[config.mk]
export PLATFORM = sky130hd
export DESIGN_NAME = pattern_serializer
export DESIGN_NICKNAME = d
export VERILOG_FILES = /design/src/rtl/pattern_pkg.sv /design/src/rtl/pattern_serializer.sv
export SDC_FILE = /design/constraint.sdc
export NUM_CORES = 1
export LEC_CHECK = 0
export BUFFER_PORTS_ARGS = -buffer_cell sky130_fd_sc_hd__buf_2
export CAP_MARGIN = 20
export CORE_MARGIN = 10
export CORE_UTILIZATION = 45
export DETAILED_ROUTE_END_ITERATION = 8
export GPL_ROUTABILITY_DRIVEN = 1
export HOLD_SLACK_MARGIN = 0.03
export PLACE_DENSITY = 0.72
export SLEW_MARGIN = 20
export SYNTH_ARGS = -nofsm -noshare
export SYNTH_HDL_FRONTEND = slang
export SYNTH_SLANG_ARGS = --single-unit
export TNS_END_PERCENT = 5
[constraint.sdc]
create_clock -name clk -period 1.3 [get_ports clk]
set_input_delay 0.065 -clock clk [delete_from_list [all_inputs] [get_ports clk]]
set_output_delay 0.065 -clock clk [all_outputs]
set_load 0.005 [all_outputs]
[src/rtl/pattern_pkg.sv]
// Shared type definitions for the pattern serializer and the downstream
// pattern recognizer.
package pattern_pkg;

  // Two spare encodings exist so that an illegal state is detectable.
  typedef enum logic [1:0] {
    IDLE  = 2'b00,
    SHIFT = 2'b01
  } ser_state_e;

  // States of the downstream 1101 recognizer.
  typedef enum logic [2:0] {
    REC_S0    = 3'd0,
    REC_S1    = 3'd1,
    REC_S11   = 3'd2,
    REC_S110  = 3'd3,
    REC_S1101 = 3'd4
  } rec_state_e;

endpackage

[src/rtl/pattern_serializer.sv]
// Parallel-to-serial converter with valid/ready intake and a shift enable,
// feeding one bit per enabled cycle to a downstream pattern recognizer.
module pattern_serializer
  import pattern_pkg::*;
#(
  parameter int WIDTH     = 8,
  parameter int MSB_FIRST = 1
) (
  input  logic             clk,
  input  logic             reset,
  input  logic [WIDTH-1:0] in_data,
  input  logic             in_valid,
  output logic             in_ready,
  input  logic             en,
  output logic             a,
  output logic             a_valid,
  output logic             word_done,
  output logic             busy
);

  localparam int            CW       = $clog2(WIDTH);
  localparam logic [CW-1:0] CNT_LOAD = CW'(WIDTH - 1);

  ser_state_e       r_state;
  ser_state_e       w_next;
  logic [WIDTH-1:0] r_shift;
  logic [CW-1:0]    r_cnt;
  logic             w_head;
  logic [WIDTH-1:0] w_shifted;
  logic             w_load;
  logic             w_shift;
  logic             w_last;

  assign w_head    = (MSB_FIRST != 0) ? r_shift[WIDTH-1] : r_shift[0];
  assign w_shifted = (MSB_FIRST != 0) ? {r_shift[WIDTH-2:0], 1'b0}
                                      : {1'b0, r_shift[WIDTH-1:1]};
  assign w_last    = (r_cnt == '0);

  // Next-state, handshake and serial output decode.
  always_comb begin
    w_next    = r_state;
    w_load    = 1'b0;
    w_shift   = 1'b0;
    in_ready  = 1'b0;
    a         = 1'b0;
    a_valid   = 1'b0;
    word_done = 1'b0;
    busy      = 1'b0;
    case (r_state)
      IDLE: begin
        in_ready = 1'b1;
        if (in_valid) begin
          w_load = 1'b1;
          w_next = SHIFT;
        end else begin
          w_next = IDLE;
        end
      end
      SHIFT: begin
        busy = 1'b1;
        a    = w_head;
        if (en) begin
          a_valid = 1'b1;
          w_shift = 1'b1;
          if (w_last) begin
            // Last bit: accepting the next word here keeps the stream gap-free.
            word_done = 1'b1;
            in_ready  = 1'b1;
            if (in_valid) begin
              w_load = 1'b1;
              w_next = SHIFT;
            end else begin
              w_next = IDLE;
            end
          end else begin
            w_next = SHIFT;
          end
        end else begin
          w_next = SHIFT;
        end
      end
      default: begin
        w_next = IDLE;
      end
    endcase
  end

  // State, shift register and bit counter.
  always_ff @(posedge clk or posedge reset) begin
    if (reset) begin
      r_state <= IDLE;
      r_shift <= '0;
      r_cnt   <= '0;
    end else begin
      r_state <= w_next;
      if (w_load) begin
        r_shift <= in_data;
        r_cnt   <= CNT_LOAD;
      end else if (w_shift) begin
        r_shift <= w_shifted;
        if (!w_last) begin
          r_cnt <= r_cnt - CW'(1);
        end
      end
    end
  end

endmodule

Word level (Yosys, flattened, before mapping)
Index checks and enable logic that the tools add are counted.

Input bits: 12. Register bits: 13. Word-level logic and storage cells: 31. Output and inout port bits: 5.

Multiplexer cells: 21. Reduce and logical (&&, ||, !) cells: 4. Equality and inequality tests: 2. Add/sub/neg operators: 1.

Operators by type and width (number): $mux W8 (2); $mux W1 (11); $mux W3 (3); $mux W2 (2); $pmux W1 S2 (2); $pmux W2 S2 (1); $logic_not A3 Y1 (1); $sub A3 B1 Y3 const B (1); $eq A2 B1 Y1 const B (1); $logic_not A2 Y1 (1); $ne A2 B2 Y1 const B (1); $reduce_and A2 Y1 (1); $reduce_bool A2 Y1 (1).

Longest topological paths before layout
Word-level depth: 6. Gate-level depth with buffers: 5. Gate-level depth less buffers: 5.

Worst setup path before layout
Ideal clock, no wire load.

Kind: reg2reg. From: register r_cnt[0]. To: register r_shift[7]. Setup slack: -0.025 ns. Cell stages (with the launch flop): 6. Data required time: 1.177 ns. Arrival time: 1.202 ns. Library setup time: 0.123 ns. Path through: dfrtp_1 inv_1 ha_1 and2b_1 nand3_2 o221a_2.

Cells in the longest elaborated chain, start to end: 5. Elaborated cells on any way between the ends: 6.

Ends and longest elaborated chain: start: declaration (line pattern_serializer.sv:27) `logic [CW-1:0] r_cnt;`; start signal: assignment (line pattern_serializer.sv:102) `r_cnt <= r_cnt - CW'(1);`; $logic_not A3 Y1 (*) (line pattern_serializer.sv:37) `assign w_last = (r_cnt == '0);`; $mux W1 (*) (line pattern_serializer.sv:65) `if (w_last) begin`; $mux W1 (*) (line pattern_serializer.sv:62) `if (en) begin`; $pmux W1 S2 (*) (line pattern_serializer.sv:49) `case (r_state)`; $mux W8 / $reduce_bool A2 Y1 (equally long branches); end signal: assignment (line pattern_serializer.sv:97) `r_shift <= in_data;`; end signal: assignment (line pattern_serializer.sv:100) `r_shift <= w_shifted;`; end: declaration (line pattern_serializer.sv:26) `logic [WIDTH-1:0] r_shift;`.

Every way passes the cells marked *; elsewhere a longest branch is shown, timed or not. A chain may end at the register's enable or synchronous reset.

Worst setup path in the final report
From: register r_cnt[0]. To: output in_ready.

Cells in the longest elaborated chain, start to end: 4.

Ends and longest elaborated chain: $logic_not A3 Y1 (line pattern_serializer.sv:37); $mux W1 (line pattern_serializer.sv:65); $mux W1 (line pattern_serializer.sv:62); $pmux W1 S2 (line pattern_serializer.sv:49); end: declaration (line pattern_serializer.sv:13) `output logic in_ready,`.

No other way between the ends.

==> summary.txt <==
Die
  – Die W: roughly 61 um
  – Die Y: a little over 60 um
  – I/O Pins: 17
  – DIE AREA: 3740 um2
  – Core area: between 1500 and 2000 um2
  – Initial core utilization: just under 50%
  – # rows: 14

Final layout
  – Most frequent cells in the layout: buf_2 (16), dfrtp_1 (12), buf_4 (8)
  – Post-route cell area: between 900 and 1000 um2
  – Commonest non-fill, non-tap cell in the layout: buf_2
  – Fraction of layout cells with a size suffix above 1: 47.6%
  – # diodes: 0
  – # nets final: between 100 and 150
  – Synth-to-layout area growth: 30.7%

Timing
  – Final Hold Vio Count: 0
  – Fin crit period: 1.31 ns
  – Setup violations, final: 3
  – Worst slew pin tran: 0.496 ns
  – Final worst slack: -0.0128 ns
  – Post-Route Skew: 0.00383 ns
  – Fmax: 762 MHz
  – Slew headroom: between 60 and 70%
  – RSZ-0062 raised after global routing: true
  – Max-slew violation count: 0
  – Period utilisation layout: 101%

Logic synthesis
  – Sequential fraction of the synthesis area: approximately 40%
  – Async SR Flop Fraction: 100%
  – EDFF count, synth: 0
  – Post-synth net total: between 80 and 90
  – Area contributors post-synth: dfrtp_1 (39%), o221a_2 (10%), mux2i_1 (7.9%)
  – Synth Register Bits: 12
  – Synth cell types: 28
  – Synth top area share: around two fifths
  – Post-Syn Area: 763 um2
  – Area leader, netlist: dfrtp_1
  – Mapped Avg Cell Area: 10.2 um2
  – Synth Warn #: 0
  – Gate Count Post-Synth: 75
  – Top FF cell, synth: dfrtp_1

Pwr
  – Pint: 0.00110 W
  – Pwr dens: approximately 1600 nW/um2
  – Pleak: 0.470 nW
  – Worst VDD drop: 888 uV
  – Seq pwr share: 37.3%
  – Comb pwr share: between 40% and 50%
  – Net Sw Frac: 32.6%
  – Net Sw Power: 0.000529 W
  – Clock power frac: 18.5%

Setup path
  – FF-to-FF path depth: 5
  – Req. time, crit path: 1.24 ns
  – Startpoint Class: register
  – Crit. End Element: primary output
  – Crit. Startpoint: r_cnt[0]$_DFFE_PP0P_
  – Reg2reg start: r_cnt[0]$_DFFE_PP0P_
  – CP Data Arrival Time: 1.25 ns
  – Max FO, Critical Path: 5
  – Slack of the worst reg-to-reg path: 0 ns
  – RR Endpoint: r_shift[5]$_DFFE_PP0P_
  – Critical path type: reg -> out

Routing
  – Final ANT Viol Nets: 0
  – Initial DRC count: 14
  – First-pass DRT Iterations: 4
  – Routed len/inst: 15.5 um
  – DRC: 0
  – Total Routed Length: 1850 um
  – Via/cell ratio: 5.76
  – Vias: 685

Global route
  – Largest net degree at the start of global routing: 13
  – Aggregate global routing overflow: 0
  – Initial antenna violation count: 0
  – Vias in the first global route: between 600 and 700
  – Total GRT Usage: 10.3%
  – First-pass GRT wire length: approximately 3000 um

Min path
  – Hold EP: r_shift[4]$_DFFE_PP0P_
  – Worst min path class: in -> reg
  – Hold Path Origin: in_data[4]
  – Hold Path Stages: 2

Clocking
  – Clk sinks: 12
  – Clock transition at path regs: roughly 0.08 ns
  – Clk buf depth: 2
  – CTS Root Cell: clkbuf_4
  – Htree depth: 1
  – Later-pin clock latency in the skew report: 0.27 ns
  – CTS buffer count: 3
  – CTS tree: built

Place
  – Placer Congestion: between 0.8 and 0.9
  – DPL Wire Length: between 1000 and 1500 um
  – Cell Area, Placed: approximately 900 um2
  – DP Worst Slack: -0.0612 ns
  – Number of port buffers: 16

Run status
  – Run status: finished, violations left
  – Failing checks: negative setup slack

Job
  – Max-Cap Viols: 0
sequential cells by signal, summed over array words and instances, names as in the netlist:
signal / count
r_cnt: 3
r_state: 1
r_shift: 8
critical path, stage by stage (launching register included):
cell,delay (ns)
dfrtp_1,0.40
inv_2,0.08
ha_4,0.16
nand2b_4,0.08
o21ai_2,0.12
buf_2,0.13
how the worst max path moves through the flow:
stage	endpoint	slack (ns)
after floorplan	r_shift[5]$_DFFE_PP0P_	-0.0002
after global placement	r_shift[5]$_DFFE_PP0P_	-0.05
after detailed placement	r_shift[6]$_DFFE_PP0P_	-0.06
after CTS	in_ready	-0.03
after global routing	in_ready	-0.08
final	in_ready	-0.01
routing by layer:
layer,track usage [%],up-vias,part of all wire (%)
met1,13.1,327,48
met2,15.5,17,44
met3,3.50,4,6.7
met4,4.23,0,1.1
met5,0,-,0
li1,-,337,-
power by group through the flow:
stage	clock network (W)	logic, W	registers [W]
floorplan	0	0.000434	0.000586
global placement	0	0.000637	0.000602
detailed placement	0	0.000649	0.000609
CTS	0.000307	0.000706	0.000605
global route	0.000328	0.000797	0.000624
finish	0.000300	0.000719	0.000606
cell families after synthesis:
logic type / synth area share, %
buffers and inverters: 7.38
AO/OA/AOI/OAI: 27.7
flip-flops: 39.3
adder cells (fa/ha/maj): 3.28
AND/OR/NAND/NOR: 14.4
multiplexers: 7.87
area by class of cell:
type	instances	area [um2]
fill	125	562
clock buffer	4	36.3
sequential	12	300
tap	16	20.0
multi-input combinational	53	435
timing repair buffer	28	183
inverter	6	22.5
stage by stage:
step / TNS (ns) / utilization [%] / total power [W] / cells / hold slack [ns]
final: -0.0165 / 64.0 / 0.00163 / 119 / 0.0652
after global routing: -0.379 / 64.0 / 0.00175 / 119 / 0.0546
after CTS: -0.0340 / 63.0 / 0.00162 / 119 / 0.0611
after detailed placement: -0.338 / 57.7 / 0.00126 / 112 / 0.110
after global placement: -0.168 / 57.7 / 0.00124 / 112 / 0.0963
after floorplan: -0.000576 / - / 0.00102 / 75 / -0.0703
synth_stat cells, drive strengths merged (2+ instances only):
cell type,count
a211oi,2
a21oi,3
and2,2
buf,4
dfrtp,12
ha,2
inv,6
mux2i,6
nand2,3
nand2b,2
nand3,2
o21ai,13
o221a,7
or2b,3
what timing repair did:
| item | 4_1_cts | 5_1_grt |
|---|---|---|
| pin swaps | 5 | 4 |
| hold endpoints to repair | 13 | 0 |
| hold buffers | 2 | 0 |
| endpoints found under the setup margin | 11 | 11 |
| gates resized for setup | 7 | 5 |
| setup buffers | 1 | 0 |
Power figures use the tool's default switching activity.
